### config.mk
export PLATFORM = sky130hd
export DESIGN_NAME = usb_pd_char_arbiter_flat
export DESIGN_NICKNAME = d
export VERILOG_FILES = /design/src/rtl/usb_pd_char_arbiter_if.sv /design/src/rtl/usb_pd_char_arbiter.sv /design/src/flat_wrapper.sv
export SDC_FILE = /design/constraint.sdc
export NUM_CORES = 1
export LEC_CHECK = 0
export BUFFER_PORTS_ARGS = -buffer_cell sky130_fd_sc_hd__buf_4
export CORE_MARGIN = 3
export CORE_UTILIZATION = 62
export DETAILED_ROUTE_END_ITERATION = 8
export PLACE_DENSITY = 0.79
export SYNTH_ARGS = -nofsm -noshare
export SYNTH_HDL_FRONTEND = slang
export SYNTH_HIERARCHICAL = 1
export SYNTH_SLANG_ARGS = --single-unit
export TNS_END_PERCENT = 20
### constraint.sdc
create_clock -name clk -period 3.3 [get_ports clk]
set_input_delay 0.165 -clock clk [delete_from_list [all_inputs] [get_ports clk]]
set_output_delay 0.165 -clock clk [all_outputs]
set_load 0.02 [all_outputs]
### src/rtl/usb_pd_char_arbiter_if.sv
// Character/UART bus between the two CC decoders, the arbiter and the UART transmitter.
// master = decoder/UART side driving characters and flow control; slave = the arbiter.
interface usb_pd_char_arbiter_if;
  logic [7:0] ch0_char;
  logic       ch0_ready;
  logic [7:0] ch1_char;
  logic       ch1_ready;
  logic       tx_ready;
  logic [7:0] tx_data;
  logic       tx_valid;
  logic       clr_ovf;
  logic       ovf0;
  logic       ovf1;
  logic [1:0] grant;

  modport master (
    output ch0_char, ch0_ready, ch1_char, ch1_ready, tx_ready, clr_ovf,
    input  tx_data, tx_valid, ovf0, ovf1, grant
  );

  modport slave (
    input  ch0_char, ch0_ready, ch1_char, ch1_ready, tx_ready, clr_ovf,
    output tx_data, tx_valid, ovf0, ovf1, grant
  );
endinterface

### src/rtl/usb_pd_char_arbiter.sv
// Two-channel USB-PD character arbiter: per-channel FWFT FIFOs feeding one UART,
// packet-granular round-robin grant with optional channel tag and empty-FIFO stall release.
module usb_pd_char_fifo #(
  parameter int DEPTH = 16
) (
  input  logic       clk,
  input  logic       rst,
  input  logic       wr_en,
  input  logic [7:0] wr_char,
  input  logic       pop,
  output logic [7:0] head,
  output logic       nempty,
  output logic       drop
);
  localparam int AW = $clog2(DEPTH);

  logic [AW:0] wr_ptr_q, wr_ptr_d;
  logic [AW:0] rd_ptr_q, rd_ptr_d;
  logic [7:0]  mem_q [DEPTH];
  logic        full;
  logic        push;

  assign full   = (wr_ptr_q[AW] != rd_ptr_q[AW]) &&
                  (wr_ptr_q[AW-1:0] == rd_ptr_q[AW-1:0]);
  assign nempty = (wr_ptr_q != rd_ptr_q);
  // A pop in the same cycle frees the slot, so a write to a full FIFO still lands.
  assign push   = wr_en && (!full || pop);
  assign drop   = wr_en && full && !pop;
  assign head   = mem_q[rd_ptr_q[AW-1:0]];

  always_comb begin
    wr_ptr_d = wr_ptr_q;
    rd_ptr_d = rd_ptr_q;
    if (push) wr_ptr_d = wr_ptr_q + {{AW{1'b0}}, 1'b1};
    if (pop)  rd_ptr_d = rd_ptr_q + {{AW{1'b0}}, 1'b1};
  end

  always_ff @(posedge clk or posedge rst) begin
    if (rst) begin
      wr_ptr_q <= '0;
      rd_ptr_q <= '0;
    end else begin
      wr_ptr_q <= wr_ptr_d;
      rd_ptr_q <= rd_ptr_d;
    end
  end

  always_ff @(posedge clk) begin
    if (push) mem_q[wr_ptr_q[AW-1:0]] <= wr_char;
  end
endmodule

module usb_pd_char_arbiter #(
  parameter int FIFO_DEPTH   = 16,
  parameter int STALL_CYCLES = 2700,
  parameter int TAG_EN       = 1
) (
  input  logic                 clk,
  input  logic                 rst,
  usb_pd_char_arbiter_if.slave bus
);
  localparam int         NUM_CH     = 2;
  localparam logic [7:0] EOP        = 8'h0D;
  localparam logic [15:0] STALL_LAST = 16'(STALL_CYCLES - 1);

  typedef enum logic [1:0] {S_IDLE, S_TAG, S_DATA} state_e;

  state_e      state_q, state_d;
  logic        gch_q, gch_d;
  logic        last_q, last_d;
  logic [15:0] stall_q, stall_d;
  logic [NUM_CH-1:0] ovf_q, ovf_d;

  logic [NUM_CH-1:0][7:0] wr_char;
  logic [NUM_CH-1:0][7:0] head;
  logic [NUM_CH-1:0]      wr_en;
  logic [NUM_CH-1:0]      pop;
  logic [NUM_CH-1:0]      nempty;
  logic [NUM_CH-1:0]      drop;

  logic       tx_valid;
  logic [7:0] tx_data;
  logic [1:0] grant;

  assign wr_char = {bus.ch1_char, bus.ch0_char};
  assign wr_en   = {bus.ch1_ready, bus.ch0_ready};

  for (genvar c = 0; c < NUM_CH; c++) begin : g_ch
    usb_pd_char_fifo #(.DEPTH(FIFO_DEPTH)) u_fifo (
      .clk     (clk),
      .rst     (rst),
      .wr_en   (wr_en[c]),
      .wr_char (wr_char[c]),
      .pop     (pop[c]),
      .head    (head[c]),
      .nempty  (nempty[c]),
      .drop    (drop[c])
    );
  end

  always_comb begin
    state_d  = state_q;
    gch_d    = gch_q;
    last_d   = last_q;
    stall_d  = stall_q;
    tx_valid = 1'b0;
    tx_data  = 8'h00;
    grant    = 2'b00;
    pop      = '0;
    unique case (state_q)
      S_IDLE: begin
        stall_d = '0;
        if (|nempty) begin
          // On a tie the channel that did not own the last packet wins.
          gch_d   = (&nempty) ? ~last_q : nempty[1];
          state_d = (TAG_EN != 0) ? S_TAG : S_DATA;
        end
      end
      S_TAG: begin
        grant    = gch_q ? 2'b10 : 2'b01;
        tx_valid = 1'b1;
        tx_data  = 8'h30 + {7'd0, gch_q};
        stall_d  = '0;
        if (bus.tx_ready) state_d = S_DATA;
      end
      S_DATA: begin
        grant    = gch_q ? 2'b10 : 2'b01;
        tx_valid = nempty[gch_q];
        tx_data  = nempty[gch_q] ? head[gch_q] : 8'h00;
        if (tx_valid && bus.tx_ready) begin
          pop[gch_q] = 1'b1;
          stall_d    = '0;
          if (head[gch_q] == EOP) begin
            state_d = S_IDLE;
            last_d  = gch_q;
          end
        end else if (!nempty[gch_q]) begin
          // A silent decoder must not hold the UART forever.
          if (stall_q == STALL_LAST) begin
            state_d = S_IDLE;
            last_d  = gch_q;
            stall_d = '0;
          end else begin
            stall_d = stall_q + 16'd1;
          end
        end else begin
          stall_d = '0;
        end
      end
      default: state_d = S_IDLE;
    endcase
  end

  always_comb begin
    ovf_d = bus.clr_ovf ? '0 : ovf_q;
    ovf_d = ovf_d | drop;
  end

  always_ff @(posedge clk or posedge rst) begin
    if (rst) begin
      state_q <= S_IDLE;
      gch_q   <= 1'b0;
      last_q  <= 1'b1;
      stall_q <= '0;
      ovf_q   <= '0;
    end else begin
      state_q <= state_d;
      gch_q   <= gch_d;
      last_q  <= last_d;
      stall_q <= stall_d;
      ovf_q   <= ovf_d;
    end
  end

  assign bus.tx_valid = tx_valid;
  assign bus.tx_data  = tx_data;
  assign bus.grant    = grant;
  assign bus.ovf0     = ovf_q[0];
  assign bus.ovf1     = ovf_q[1];
endmodule

### src/flat_wrapper.sv
// flat-port wrapper written by rule: the top's interface ports become plain ports
module usb_pd_char_arbiter_flat 
#(
  parameter int FIFO_DEPTH   = 16,
  parameter int STALL_CYCLES = 2700,
  parameter int TAG_EN       = 1
)
  (clk, rst, bus_ch0_char, bus_ch0_ready, bus_ch1_char, bus_ch1_ready, bus_tx_ready, bus_clr_ovf, bus_tx_data, bus_tx_valid, bus_ovf0, bus_ovf1, bus_grant);
  usb_pd_char_arbiter_if bus_i ();
  input  logic clk;
  input  logic rst;
  input wire logic [$bits(bus_i.ch0_char)-1:0] bus_ch0_char;
  input wire logic [$bits(bus_i.ch0_ready)-1:0] bus_ch0_ready;
  input wire logic [$bits(bus_i.ch1_char)-1:0] bus_ch1_char;
  input wire logic [$bits(bus_i.ch1_ready)-1:0] bus_ch1_ready;
  input wire logic [$bits(bus_i.tx_ready)-1:0] bus_tx_ready;
  input wire logic [$bits(bus_i.clr_ovf)-1:0] bus_clr_ovf;
  output wire logic [$bits(bus_i.tx_data)-1:0] bus_tx_data;
  output wire logic [$bits(bus_i.tx_valid)-1:0] bus_tx_valid;
  output wire logic [$bits(bus_i.ovf0)-1:0] bus_ovf0;
  output wire logic [$bits(bus_i.ovf1)-1:0] bus_ovf1;
  output wire logic [$bits(bus_i.grant)-1:0] bus_grant;
  assign bus_i.ch0_char = bus_ch0_char;
  assign bus_i.ch0_ready = bus_ch0_ready;
  assign bus_i.ch1_char = bus_ch1_char;
  assign bus_i.ch1_ready = bus_ch1_ready;
  assign bus_i.tx_ready = bus_tx_ready;
  assign bus_i.clr_ovf = bus_clr_ovf;
  assign bus_tx_data = bus_i.tx_data;
  assign bus_tx_valid = bus_i.tx_valid;
  assign bus_ovf0 = bus_i.ovf0;
  assign bus_ovf1 = bus_i.ovf1;
  assign bus_grant = bus_i.grant;
  usb_pd_char_arbiter #(.FIFO_DEPTH(FIFO_DEPTH), .STALL_CYCLES(STALL_CYCLES), .TAG_EN(TAG_EN)) u_core (.clk(clk), .rst(rst), .bus(bus_i));
endmodule
# Word-level counts from Yosys, hierarchy flattened
# Memory sizes are Yosys's and may differ from the RTL's.
# Cells that the tools add are included.
dict set report op_classes {
  n_addsub 6
  magnitude_cmp 2
  eq_ne 17
  n_mux 34
  n_bitwise 2
  n_reduce_logical 26
}
# operator n
set ops {}
lappend ops {{16-bit two-way mux} 3}
lappend ops {{16-bit case mux with 2 select lines} 1}
lappend ops {{8-bit two-way mux} 3}
lappend ops {{2-bit two-way mux} 11}
lappend ops {{5-bit by 1-bit adder with 5-bit output (second input constant)} 4}
lappend ops {{16-bit by 1-bit adder with 16-bit output (second input constant)} 1}
lappend ops {{16-bit by 12-bit equality test with 1-bit output (second input constant)} 1}
lappend ops {{8-bit case mux with 2 select lines} 1}
lappend ops {{1-bit two-way mux} 12}
lappend ops {{1-bit logical AND} 10}
lappend ops {{5-bit inequality test} 2}
lappend ops {{4-bit equality test} 2}
lappend ops {{8-bit by 4-bit equality test with 1-bit output (second input constant)} 1}
lappend ops {{6-bit by 1-bit adder with 7-bit output (first input constant)} 1}
lappend ops {{2-bit inequality test (second input constant)} 3}
lappend ops {{3-bit inequality test (second input constant)} 2}
lappend ops {{2-bit case mux with 3 select lines} 1}
lappend ops {{2-bit OR reduction} 3}
lappend ops {{5-bit AND reduction} 1}
lappend ops {{1-bit logical NOT} 4}
lappend ops {{2-bit AND reduction} 2}
lappend ops {{4-bit AND reduction} 1}
lappend ops {{2-bit nonzero test} 2}
lappend ops {{3-bit by 1-bit inequality test with 1-bit output (second input constant)} 1}
lappend ops {{other kinds (12)} 14}
dict set report totals {
  ff_bits 42
  ramBits 256
  out_inout_bits 13
  elab_cells 98
  memories 2
}
# memory depth width read_ports rd_clocked_by_memory_dff wr line
set mem_list {}
lappend mem_list {{u_core.g_ch[0].u_fifo.mem_q} 16 8 1 0 1 usb_pd_char_arbiter.sv:19} ;# logic [7:0] mem_q [DEPTH];
lappend mem_list {{u_core.g_ch[1].u_fifo.mem_q} 16 8 1 0 1 usb_pd_char_arbiter.sv:19}

# Logic depth before layout (Yosys ltp)
# Gate-level depths: netlist of run 1.
dict set report depth {
  ltp_word 10
  mapped_depth 11
}

# Cells and area by module
# The synthesis of run 1 kept the hierarchy.
# module instances cells_each area_each_um2 seq_area_each_um2
set by_module_without_submodules {}
lappend by_module_without_submodules {{usb_pd_char_fifo at u_core.g_ch[1].u_fifo} 1 286 5612.9 4093.9}
lappend by_module_without_submodules {{usb_pd_char_fifo at u_core.g_ch[0].u_fifo} 1 286 5610.4 4093.9}
lappend by_module_without_submodules {usb_pd_char_arbiter 1 159 1432.6 551.8}

# Worst setup path before layout of run 1
# No wires, ideal clock.
dict set report synth_path {
  path_type {register -> register}
  from {register u_core.g_ch[0].u_fifo.rd_ptr_q[0]}
  to {memory u_core.g_ch[0].u_fifo.mem_q[15][0], enable pin}
  setup_time_ns 0.391
  arrival_time_ns 2.390
  required_time_ns 2.909
  setup_slack_ns 0.519
  stages_incl_launch_ff 9
  n_path_buf 1
  path_cell_list {dfrtp_1 > buf_4 > xor2_1 > nor4_4 > nand2_1 > nand2b_1 > nor2_1 > nor2_1 > a211oi_1}
}
dict set report synth_between {
  elab_chain_len 10
  word_cells_on_any_way 13
  cone_classes {eq/ne (2); mux (6); reduce/logical (5)}
}
# element line
set synth_rtl {}
lappend synth_rtl {{start, declared} usb_pd_char_arbiter.sv:18} ;# logic [AW:0] rd_ptr_q, rd_ptr_d;
lappend synth_rtl {{start signal, assigned} usb_pd_char_arbiter.sv:44} ;# rd_ptr_q <= rd_ptr_d;
lappend synth_rtl {{5-bit inequality test} usb_pd_char_arbiter.sv:25} ;# assign nempty = (wr_ptr_q != rd_ptr_q);
lappend synth_rtl {{via u_core.nempty[0]} usb_pd_char_arbiter.sv:78} ;# logic [NUM_CH-1:0] nempty;
lappend synth_rtl {{1-bit two-way mux (implied by the code) (2 in series)} usb_pd_char_arbiter.sv:128} ;# tx_valid = nempty[gch_q];
lappend synth_rtl {{1-bit logical AND} usb_pd_char_arbiter.sv:130} ;# if (tx_valid && bus.tx_ready) begin
lappend synth_rtl {{2-bit two-way mux} usb_pd_char_arbiter.sv:130}
lappend synth_rtl {{2-bit two-way mux} usb_pd_char_arbiter.sv:110} ;# unique case (state_q)
lappend synth_rtl {{via u_core.pop[0]} usb_pd_char_arbiter.sv:77} ;# logic [NUM_CH-1:0] pop;
lappend synth_rtl {{1-bit logical OR} usb_pd_char_arbiter.sv:27} ;# assign push = wr_en && (!full || pop);
lappend synth_rtl {{1-bit logical AND} usb_pd_char_arbiter.sv:27}
lappend synth_rtl {{1-bit two-way mux} usb_pd_char_arbiter.sv:49} ;# if (push) mem_q[wr_ptr_q[AW-1:0]] <= wr_char;
lappend synth_rtl {{1-bit two-way mux (implied by the code)} usb_pd_char_arbiter.sv:49}
lappend synth_rtl {{end, declared} usb_pd_char_arbiter.sv:19}
# The timed path passes the listed nets, and every way through them passes these cells. The select of a mux whose other input is x is not followed.

==> results of run 1 <==
## kinds of logic after synthesis
| family | count (synthesis) | synth area share (%) |
|---|---|---|
| DFF | 298 | 69.1 |
| and+or+nand+nor | 141 | 6.61 |
| muxes | 109 | 13.5 |
| AOI/OAI and AO/OA | 78 | 4.51 |
| buffers and inverters | 53 | 2.26 |
| xor gates and xnor gates | 37 | 2.56 |
| adders and majority gates | 15 | 1.48 |
## registers in the layout, indices dropped and copies added, names as in the netlist
signal and cells:
u_core/g_ch.u_fifo/mem_q 256, u_core/g_ch.u_fifo/rd_ptr_q 10, u_core/g_ch.u_fifo/wr_ptr_q 10, u_core/gch_q 1
u_core/last_q 1, u_core/ovf_q 2, u_core/stall_q 16, u_core/state_q 2
## critical path, stage by stage, from the launching register on
cell	delay [ps]
sky130_fd_sc_hd__dfrtp_2	560
sky130_fd_sc_hd__buf_4	280
sky130_fd_sc_hd__mux2i_1	110
sky130_fd_sc_hd__a22oi_1	350
sky130_fd_sc_hd__mux2i_1	120
sky130_fd_sc_hd__o21ai_0	410
sky130_fd_sc_hd__mux2i_1	190
sky130_fd_sc_hd__o21ai_0	220
sky130_fd_sc_hd__buf_4	180
## path summary, 6_finish.rpt
path	from	end	slack (ps)	cells past startpoint
worst min-delay path	bus_ch0_ready	u_core/ovf_q[0]$_DFF_PP0_	40	3
worst min register to register	u_core/ovf_q[0]$_DFF_PP0_	u_core/ovf_q[0]$_DFF_PP0_	490	1
max in group asynchronous	rst	u_core/stall_q[4]$_DFFE_PP0P_	2390	3
min in group asynchronous	rst	u_core/g_ch[0].u_fifo/wr_ptr_q[4]$_DFFE_PP0P_	220	3
worst max register to register	u_core/g_ch[1].u_fifo/rd_ptr_q[0]$_DFFE_PP0P_	u_core/g_ch[1].u_fifo/mem_q[13][7]$_DFFE_PP_	360	9
worst max-delay path	u_core/g_ch[1].u_fifo/rd_ptr_q[1]$_DFFE_PP0P_	bus_tx_data[5]	190	8
## per-layer routing
metal  up-vias  share of wire [%]  global-route usage (%)
met5         -                  0                       0
met4         0                2.2                    5.63
met2       355                 48                    39.6
met3        48                8.9                    5.68
li1       3017                  -                       -
met1      3535                 41                    35.8
## cells in the final DEF, fill, tap and decap left out, drive strengths merged, types with 2 or more instances in the layout
master | synthesis | final
nor3b | 2 | 2
o21ai | 22 | 22
nor4bb | 3 | 3
xnor2 | 16 | 16
a21o | 6 | 6
edfxtp | 256 | 256
mux2 | 6 | 6
nand4 | 6 | 6
clkbuf | 7 | 39
and2b | 2 | 2
nand3 | 11 | 11
a32oi | 16 | 16
nor2 | 34 | 34
mux4 | 48 | 48
and4 | 2 | 2
ha | 15 | 15
and3 | 27 | 27
mux2i | 55 | 55
inv | 17 | 20
a211oi | 6 | 6
nor4 | 5 | 5
nand2 | 21 | 21
buf | 29 | 48
nor3 | 2 | 2
a22oi | 16 | 16
clkinv | 0 | 7
o211ai | 2 | 2
nor2b | 5 | 5
dlygate4sd3 | 0 | 19
and4b | 10 | 10
bufinv | 0 | 4
a22o | 3 | 3
and2 | 7 | 7
a21oi | 4 | 4
dfrtp | 41 | 41
xor2 | 21 | 21
## layout make-up
class,count,area [um^2],share of cell area (%)
sequential,298,8740,60.9
clock inverter,15,186,1.30
clock buffer,39,808,5.63
multi-input combinational,380,3640,25.3
inverter,17,63.8,0.444
tap,265,332,2.31
timing repair buffer,67,588,4.10
## through the flow
step / instance area (um^2) / setup WS, ps / cells / hold WS [ps]
after floorplan: 12700 / 519 / 731 / 5.18
final: 14400 / 191 / 1081 / 39.8
after detailed placement: 13200 / 204 / 1008 / 203
after global placement: 13200 / 339 / 1008 / 190
after global routing: 14400 / 38.2 / 1081 / 58.1
after CTS: 14400 / 20.7 / 1081 / 33.8
## power by group through the flow
stage,registers [W],logic [W],clock network (W)
after global routing,0.00491,0.00344,0.00361
after global placement,0.00490,0.00301,0
final,0.00487,0.00323,0.00341
after floorplan,0.00473,0.00240,0
after detailed placement,0.00493,0.00311,0
after CTS,0.00487,0.00318,0.00345
## timing repair
| action | CTS | global route |
|---|---|---|
| hold buffers | 19 | 0 |
| endpoints found under the hold margin | 299 | 0 |
| setup endpoints to repair | 1 | 8 |
| resized for setup | 1 | 7 |
==> metrics.log, run 1 <==
[metrics] highest net fanout along the worst path: 10
[metrics] number of DRC markers after the initial detailed-route iteration: 719
[metrics] cell taking the most area after synthesis: sky130_fd_sc_hd__edfxtp_1
[metrics] Setup Fix Bufs, Post-CTS: 0
[metrics] Comb power frac: roughly 28%
[metrics] Worst Skew: 11.9 ps
[metrics] Crit Path Class: reg2out
[metrics] wire length after detailed routing: ~27 mm
[metrics] area grow syn2layout: 13.4%
[metrics] die outline height: 149 um
[metrics] number of global-route vias before repair: 7050
[metrics] count of final setup violators: 0
[metrics] weighted congestion reported at the end of routability-driven placement: 0.875
[metrics] pin count of the biggest net entering global routing: 40
[metrics] CP startpoint kind: register
[metrics] DRT Pass-1 Iters: 5
[metrics] Post-synth EDFFs: 256
[metrics] top cell type's share of synthesized area: 60.7%
[metrics] Finished Core Util: 72.6%
[metrics] Switch Pwr: 0.00355 W
[metrics] setup repair after global routing missed its margin: no
[metrics] Post-route DRC: 0
[metrics] Critical Path RT: ~3100 ps
[metrics] CTS tree: yes
[metrics] Port Buf Inserts: 34
[metrics] Die ar.: 22200 um^2
[metrics] run status: completed
[metrics] Power Density: 802 nW/um^2
[metrics] Syn Std Cell Area: 12700 um^2
[metrics] total clock buffers created by CTS: 29
[metrics] fill count: 1164
[metrics] Worst Setup End Kind: primary output
[metrics] net total in the final layout: 830
[metrics] count of H-tree levels built during CTS: 1
[metrics] asr flop ratio synth: 14.1%
[metrics] remaining global-route overflow: 0
[metrics] root buffer selected by CTS: sky130_fd_sc_hd__clkbuf_16
[metrics] Floorplan Core Area: 19800 um^2
[metrics] standby leakage power: 5.08 nW
[metrics] Setup TNS Final: 0 ps
[metrics] initial standard-cell utilization of the core: between 60 and 70%
[metrics] leading register cell type out of synthesis: sky130_fd_sc_hd__edfxtp_1
[metrics] top-level I/O count: 35
[metrics] Post-Synthesis Cells: 731
[metrics] internal power: slightly below 0.008 W
[metrics] # rows: 51
[metrics] worst slew margin relative to its limit: between 40 and 50%
[metrics] Max-cap violations: 0
[metrics] Worst-path clk slew: 60 ps
[metrics] FMAX: approximately 0.32 GHz
[metrics] fraction of layout instances using a drive strength above 1: 19.9%
[metrics] Least-Margin Pin Slew: 831 ps
[metrics] Slew Viols, Final: 0
[metrics] commonest cells in the netlist: sky130_fd_sc_hd__edfxtp_1, sky130_fd_sc_hd__mux2i_1, sky130_fd_sc_hd__mux4_2, sky130_fd_sc_hd__dfrtp_1, sky130_fd_sc_hd__nor2_1
[metrics] chip width: 149 um
[metrics] Final Critical Period: 3110 ps
[metrics] PnR Total Power: approximately 0.012 W
[metrics] data arrival time of the worst path: 2940 ps
[metrics] number of antenna violations at the first check in global routing: 0
[metrics] part of the cycle the worst path needs: between 90% and 100%
[metrics] Sw Ratio: about 31%
[metrics] insertion delay to the later sink of the worst-skew pair: 540 ps
[metrics] number of distinct library cells after synthesis: 51
[metrics] average footprint of a synthesized cell: between 15 and 20 um^2
[metrics] Detail Placement HPWL: 17.1 mm
[metrics] synthesized net count: approximately 770
[metrics] Final Hold Violating Endpoints: 0
[metrics] number of clock sinks seen by CTS: 298
[metrics] Antenna Diode Count: 0
[metrics] post-synthesis sequential element count: 298
[metrics] sequential group share of total power: 42.3%
[metrics] Synth area leaders: sky130_fd_sc_hd__edfxtp_1, sky130_fd_sc_hd__mux4_2, sky130_fd_sc_hd__dfrtp_1
[metrics] WL per Instance: 24.8 um
[metrics] global-route wire length before repair: between 40 and 50 mm
[metrics] library cell with the highest instance count after synthesis: sky130_fd_sc_hd__edfxtp_1
[metrics] hold crit path type: in2reg
[metrics] share of power burned in the clock network: between 20% and 30%
[metrics] count of yosys warnings during synthesis: 6
[metrics] post-DR vias/cell: 6.43
[metrics] sequential share of the synthesized area: 69.1%
[metrics] total via count in the routed design: 6955
[metrics] Detail Route Antenna Nets: 0
[metrics] gr usage total: around a quarter
[metrics] Worst VDD drop: slightly above 500 uV
[metrics] Clock Tree Buf Depth: 3
(Power assumes the default switching activity.)
==> run 2: changes to the inputs <==
CORE_ASPECT_RATIO = 1.2   (was unset)
==> run 2 against run 1 <==
Design area about the same. First-iteration DRC count shrank 14%. Via count fell by 1.8%. Fmax rose by 1.8%. Critical endpoint is now bus_tx_data[7]. Setup slack better by 54 ps. Highest routed layer unchanged.
==> metrics.log, run 2 (synthesis results as in run 1) <==
[metrics] number of global-route vias before repair: 7152 (+1.4%)
[metrics] Max-cap violations: 0 (unchanged)
[metrics] area grow syn2layout: 13.5% (about the same)
[metrics] Least-Margin Pin Slew: 845 ps (+13.7 ps)
[metrics] share of power burned in the clock network: 28.9% (-0.7 points)
[metrics] CP startpoint kind: register
[metrics] Clock Tree Buf Depth: 3 (unchanged)
[metrics] FMAX: 0.327 GHz (+1.8%)
[metrics] pin count of the biggest net entering global routing: 45 (+13%)
[metrics] max FFs per register: 256 (unchanged)
[metrics] chip width: 136 um (-8.4%)
[metrics] internal power: 0.00796 W (about the same)
[metrics] Switch Pwr: 0.00346 W (-2.7%)
[metrics] r2r worst-path depth: 9 (unchanged)
[metrics] # rows: 56 (+9.8%)
[metrics] Worst-path clk slew: 60 ps (about the same)
[metrics] count of final setup violators: 0 (unchanged)
[metrics] hold crit path type: in2reg
[metrics] Antenna Diode Count: 0 (unchanged)
[metrics] gr usage total: 24.3% (-0.47 points)
[metrics] Crit path top cell by count: sky130_fd_sc_hd__buf_4
[metrics] Comb power frac: 29.0% (+0.9 points)
[metrics] Critical Path RT: 3130 ps (about the same)
[metrics] standby leakage power: 5.08 nW (about the same)
[metrics] number of clock sinks seen by CTS: 298 (unchanged)
[metrics] Final Critical Period: 3050 ps (-54.4 ps)
[metrics] run status: completed
[metrics] part of the cycle the worst path needs: 92.6% (-1.6 points)
[metrics] WL per Instance: 23.8 um (-4.0%)
[metrics] flop2flop setup slack: 260 ps (-100 ps)
[metrics] total via count in the routed design: 6828 (-1.8%)
[metrics] Critical Path Sink: bus_tx_data[7]
[metrics] Final Hold Violating Endpoints: 0 (unchanged)
[metrics] Detail Route Antenna Nets: 0 (unchanged)
[metrics] Worst Slack Setup Final: 246 ps (+54.4 ps)
[metrics] top-level I/O count: 35 (unchanged)
[metrics] highest net fanout along the worst path: 7 (-3)
[metrics] setup repair after global routing missed its margin: no
[metrics] cell at the slowest stage of the critical path: sky130_fd_sc_hd__dfrtp_1
[metrics] total clock buffers created by CTS: 28 (-3.4%)
[metrics] Worst Setup End Kind: primary output
[metrics] worst reg2reg path endpoint: u_core/g_ch[1].u_fifo/mem_q[8][1]$_DFFE_PP_
[metrics] number of antenna violations at the first check in global routing: 0 (unchanged)
[metrics] global-route wire length before repair: 41.1 mm (-1.7%)
[metrics] Worst VDD drop: 772 uV (+53%)
[metrics] Post-route DRC: 0 (unchanged)
[metrics] Die ar.: 22200 um^2 (about the same)
[metrics] Worst Skew: 15.5 ps (+3.61 ps)
[metrics] total area of multi-input combinational cells: 3630 um^2 (-0.21%)
[metrics] Port Buf Inserts: 34 (unchanged)
[metrics] sequential standard cell area: 8740 um^2 (unchanged)
[metrics] CP startpoint: u_core/g_ch[1].u_fifo/rd_ptr_q[2]$_DFFE_PP0P_
[metrics] data arrival time of the worst path: 2890 ps (-50 ps)
[metrics] reg-to-reg startpoint: u_core/g_ch[1].u_fifo/rd_ptr_q[1]$_DFFE_PP0P_
[metrics] Floorplan Core Area: 19800 um^2 (+0.24%)
[metrics] initial standard-cell utilization of the core: 63.8% (-0.15 points)
[metrics] Worst Setup Slack post-DPL: 326 ps (+123 ps)
[metrics] Crit Path Class: reg2out
[metrics] Setup TNS Final: 0 ps (unchanged)
[metrics] Detail Placement HPWL: 17.6 mm (+3.0%)
[metrics] Slew Viols, Final: 0 (unchanged)
[metrics] remaining global-route overflow: 0 (unchanged)
[metrics] weighted congestion reported at the end of routability-driven placement: 0.859 (-1.9%)
[metrics] fraction of layout instances using a drive strength above 1: 19.4% (-0.46 points)
[metrics] worst hold slack: 74.3 ps (+34.5 ps)
[metrics] Power Density: 795 nW/um^2 (-0.91%)
[metrics] CTS tree: yes
[metrics] worst slew margin relative to its limit: 43.6% (-0.91 points)
[metrics] fill count: 1168 (+0.34%)
[metrics] root buffer selected by CTS: sky130_fd_sc_hd__clkbuf_16
[metrics] ordered cell list for the critical path: nor2b_1 > buf_4 > a22oi_1 > a32oi_1 > o21ai_0 > buf_4 > mux2i_1 > nor2_1 > buf_4
[metrics] sequential group share of total power: 42.1% (-0.2 points)
[metrics] DRT Pass-1 Iters: 5 (unchanged)
[metrics] commonest non-fill, non-tap cells in the layout: sky130_fd_sc_hd__edfxtp_1, sky130_fd_sc_hd__mux2i_1, sky130_fd_sc_hd__buf_4, sky130_fd_sc_hd__mux4_2, sky130_fd_sc_hd__dfrtp_1
[metrics] die outline height: 163 um (+9.2%)
[metrics] longest individual stage delay on the worst path: 500 ps (-60 ps)
[metrics] number of DRC markers after the initial detailed-route iteration: 621 (-14%)
[metrics] post-DR vias/cell: 6.32 (-1.8%)
[metrics] most common cell after layout, fill and taps aside: sky130_fd_sc_hd__edfxtp_1
[metrics] net total in the final layout: 835 (+0.60%)
[metrics] Sw Ratio: 30.3% (-0.59 points)
[metrics] insertion delay to the later sink of the worst-skew pair: 540 ps (about the same)
[metrics] wire length after detailed routing: 25.7 mm (-4.0%)
[metrics] count of H-tree levels built during CTS: 1 (unchanged)
run 2: metal layers:
layer | up-vias | GRT usage [%] | routed length, um
li1 | 3027 | - | -
met1 | 3498 | 31.1 | 9670
met2 | 226 | 42.2 | 13600
met3 | 77 | 2.94 | 1220
met4 | 0 | 10.4 | 1190
met5 | - | 0 | 0
run 2: power by group through the flow:
| stage | clock network (W) | logic, W | registers (W) |
|---|---|---|---|
| 2_1_floorplan | 0 | 0.00240 | 0.00473 |
| 3_3_place_gp | 0 | 0.00318 | 0.00485 |
| 3_5_place_dp | 0 | 0.00326 | 0.00488 |
| 4_1_cts | 0.00335 | 0.00331 | 0.00481 |
| 5_1_grt | 0.00351 | 0.00354 | 0.00485 |
| 6_report | 0.00330 | 0.00331 | 0.00481 |
run 2: final cells by class:
class	count	area share (%)
flip-flops and latches	298	60.8
inverters	17	0.444
repair buffers	73	4.51
clock buffers	33	5.15
multi-input cells	380	25.3
well taps	261	2.27
clock inverters	19	1.52
run 2: stage by stage:
step                      area [um^2]  utilization, %  total power [W]  instances
after floorplan                 12700               -          0.00714        731
after global placement          13200            66.6          0.00803       1009
after detailed placement        13200            66.6          0.00814       1009
after CTS                       14400            72.5           0.0115       1081
after global routing            14400            72.5           0.0119       1081
final                           14400            72.5           0.0114       1081
run 2: worst min path at each step:
stage | endpoint | depth (start not counted) | from | slack, ps
after CTS | u_core/state_q[0]$_DFFE_PP0P_ | 4 | bus_tx_ready | 40
after detailed placement | u_core/g_ch[0].u_fifo/wr_ptr_q[4]$_DFFE_PP0P_ | 2 | rst | 190
after floorplan | u_core/g_ch[0].u_fifo/rd_ptr_q[0]$_DFFE_PP0P_ | 1 | rst | 5
after global placement | u_core/g_ch[0].u_fifo/rd_ptr_q[4]$_DFFE_PP0P_ | 2 | rst | 190
final | u_core/state_q[1]$_DFFE_PP0P_ | 4 | bus_tx_ready | 70
after global routing | u_core/state_q[1]$_DFFE_PP0P_ | 4 | bus_tx_ready | 100
run 2: critical path, delay by kind of cell (launching register included):
family | cells | cell delay, ps
buf+inv | 3 | 550
flops | 1 | 500
mux | 1 | 290
compound gates | 3 | 470
simple gates | 2 | 520
run 2: what timing repair did:
item                       4_1_cts  5_1_grt
hold endpoints to repair       299        0
setup buffers                    0        0
hold buffers                    20        0
setup endpoints to repair        0        1
resized for setup                0        1
==> run 3: changes to the inputs <==
CELL_PAD_IN_SITES_DETAIL_PLACEMENT = 1   (was unset)
CELL_PAD_IN_SITES_GLOBAL_PLACEMENT = 1   (was unset)
CORE_UTILIZATION = 54   (was 62)
PLACE_DENSITY = unset   (was 0.79)
PLACE_DENSITY_LB_ADDON = 0.1   (was unset)
==> run 3 against run 2 <==
Hold slack got worse by 39 ps. Die area rose by 14%. Largest power group unchanged. Routed wire length rose by 11%. First-iteration DRC count fell by 25%.
==> metrics.log, run 3 (synthesis results as in run 1) <==
[metrics] number of global-route vias before repair: 7390 (+3.3%)
[metrics] Post-route DRC: 0 (unchanged)
[metrics] Crit Path Class: reg2out
[metrics] Finished Core Util: 63.5% (-8.9 points)
[metrics] die outline height: 174 um (+6.9%)
[metrics] Worst VDD drop: 580 uV (-25%)
[metrics] Floorplan Core Area: 22700 um^2 (+15%)
[metrics] initial standard-cell utilization of the core: 55.6% (-8.2 points)
[metrics] Detail Route Antenna Nets: 0 (unchanged)
[metrics] CP startpoint kind: register
[metrics] count of H-tree levels built during CTS: 1 (unchanged)
[metrics] Critical Path RT: 3130 ps (about the same)
[metrics] Die ar.: 25300 um^2 (+14%)
[metrics] Port Buf Inserts: 34 (unchanged)
[metrics] flop2flop setup slack: 190 ps (-70 ps)
[metrics] WL per Instance: 25.1 um (+5.6%)
[metrics] FMAX: 0.314 GHz (-4.0%)
[metrics] Final Critical Period: 3180 ps (+128 ps)
[metrics] count of final setup violators: 0 (unchanged)
[metrics] net total in the final layout: 840 (+0.60%)
[metrics] global-route wire length before repair: 44.8 mm (+9.2%)
[metrics] standby leakage power: 5.08 nW (about the same)
[metrics] setup repair after global routing missed its margin: no
[metrics] Max-cap violations: 0 (unchanged)
[metrics] DRT Pass-1 Iters: 4 (-1)
[metrics] worst hold slack: 35.7 ps (-38.6 ps)
[metrics] Final Hold Violating Endpoints: 0 (unchanged)
[metrics] most common cell after layout, fill and taps aside: sky130_fd_sc_hd__edfxtp_1
[metrics] worst slew margin relative to its limit: 38.3% (-5.3 points)
[metrics] Worst Setup End Kind: primary output
[metrics] commonest non-fill, non-tap cells in the layout: sky130_fd_sc_hd__edfxtp_1, sky130_fd_sc_hd__mux2i_1, sky130_fd_sc_hd__buf_4, sky130_fd_sc_hd__mux4_2, sky130_fd_sc_hd__dfrtp_1
[metrics] pin count of the biggest net entering global routing: 25 (-44%)
[metrics] number of antenna violations at the first check in global routing: 0 (unchanged)
[metrics] post-DR vias/cell: 5.93 (-6.1%)
[metrics] highest net fanout along the worst path: 17 (+10)
[metrics] hold crit path type: in2reg
[metrics] chip width: 146 um (+6.8%)
[metrics] Detail Placement HPWL: 20.3 mm (+15%)
[metrics] top-level I/O count: 35 (unchanged)
[metrics] run status: completed
[metrics] total clock buffers created by CTS: 29 (+3.6%)
[metrics] gr usage total: 22.9% (-1.4 points)
[metrics] max FFs per register: 256 (unchanged)
[metrics] Power Density: 788 nW/um^2 (-0.80%)
[metrics] number of clock sinks seen by CTS: 298 (unchanged)
[metrics] Antenna Diode Count: 0 (unchanged)
[metrics] root buffer selected by CTS: sky130_fd_sc_hd__clkbuf_16
[metrics] Clock Tree Buf Depth: 3 (unchanged)
[metrics] CTS tree: yes
[metrics] Slew Viols, Final: 0 (unchanged)
[metrics] wire length after detailed routing: 28.5 mm (+11%)
[metrics] Worst Skew: 9.10 ps (-6.37 ps)
[metrics] part of the cycle the worst path needs: 96.4% (+3.9 points)
[metrics] fraction of layout instances using a drive strength above 1: 20.5% (+1.1 points)
[metrics] data arrival time of the worst path: 3020 ps (+130 ps)
[metrics] # rows: 60 (+7.1%)
[metrics] Least-Margin Pin Slew: 924 ps (+79.9 ps)
[metrics] weighted congestion reported at the end of routability-driven placement: 0.838 (-2.4%)
[metrics] number of DRC markers after the initial detailed-route iteration: 464 (-25%)
[metrics] remaining global-route overflow: 0 (unchanged)
[metrics] total via count in the routed design: 6735 (-1.4%)
[metrics] Worst-path clk slew: 60 ps (about the same)
[metrics] insertion delay to the later sink of the worst-skew pair: 540 ps (about the same)
[metrics] area grow syn2layout: 14.2%
-- run 3: changes by cell type in the layout (fill, tap and decap cells not counted), moves of 3 or more --
cell	delta
sky130_fd_sc_hd__buf_4	+3
sky130_fd_sc_hd__bufinv_16	-4
sky130_fd_sc_hd__clkbuf_8	+5
sky130_fd_sc_hd__o21ai_0	-4
sky130_fd_sc_hd__o21ai_1	+4
-- run 3: critical path, cell delays in order, from the launching register on --
cell and delay (ps):
sky130_fd_sc_hd__dfrtp_2 450, sky130_fd_sc_hd__buf_12 210, sky130_fd_sc_hd__buf_6 180, sky130_fd_sc_hd__mux4_2 510
sky130_fd_sc_hd__a32oi_1 250, sky130_fd_sc_hd__o21ai_0 160, sky130_fd_sc_hd__mux2i_1 450, sky130_fd_sc_hd__nor2_1 90
sky130_fd_sc_hd__buf_4 180
-- run 3: timing repair --
item,in CTS,in global routing
setup endpoints to repair,4,8
hold buffers,19,0
buffers inserted,0,0
endpoints found under the hold margin,299,0
gates resized for setup,6,8
-- run 3: path summary, 6_finish.rpt --
| check | startpoint | end | cells past startpoint |
|---|---|---|---|
| hold / removal | bus_ch0_ready | u_core/ovf_q[0]$_DFF_PP0_ | 3 |
| hold reg to reg | u_core/ovf_q[0]$_DFF_PP0_ | u_core/ovf_q[0]$_DFF_PP0_ | 1 |
| setup / recovery | u_core/g_ch[0].u_fifo/rd_ptr_q[0]$_DFFE_PP0P_ | bus_tx_data[7] | 8 |
| max in group asynchronous | rst | u_core/stall_q[12]$_DFFE_PP0P_ | 3 |
| min in group asynchronous | rst | u_core/g_ch[0].u_fifo/rd_ptr_q[3]$_DFFE_PP0P_ | 3 |
| setup reg to reg | u_core/g_ch[1].u_fifo/rd_ptr_q[1]$_DFFE_PP0P_ | u_core/g_ch[1].u_fifo/mem_q[9][6]$_DFFE_PP_ | 8 |
-- run 3: metal layers --
metal | vias up | GRT usage, % | routed length [um]
met5 | - | 0 | 0
met4 | 0 | 7.92 | 1030
li1 | 3033 | - | -
met2 | 118 | 42.3 | 15800
met3 | 60 | 2.72 | 771
met1 | 3524 | 27.9 | 10900
-- run 3: per-stage QoR --
| step | setup slack [ps] | setup TNS, ps | total power, W | cell area (um^2) | std cells |
|---|---|---|---|---|---|
| 5_1_grt | 14.4 | 0 | 0.0119 | 14500 | 1135 |
| 3_5_place_dp | -16.7 | -16.7 | 0.00825 | 13300 | 1063 |
| 2_1_floorplan | 519 | 0 | 0.00714 | 12700 | 731 |
| 6_report | 118 | 0 | 0.0114 | 14500 | 1135 |
| 3_3_place_gp | 91.1 | 0 | 0.00807 | 13300 | 1063 |
| 4_1_cts | 0.210 | 0 | 0.0115 | 14400 | 1135 |
-- run 3: final cells by class --
type / count / area (um^2)
clock buffers: 39 / 813
flip-flops and latches: 298 / 8750
inverters: 17 / 63.8
multi-input cells: 380 / 3650
well taps: 310 / 388
clock inverters: 14 / 106
fillers: 1965 / 8300
repair buffers: 77 / 683
-- run 3: power breakdown --
part           switching [W]  total (W)  internal [W]
logic                0.00188    0.00334       0.00146
clock network        0.00135    0.00316       0.00180
registers           0.000345    0.00489       0.00455
total                0.00358     0.0114       0.00781
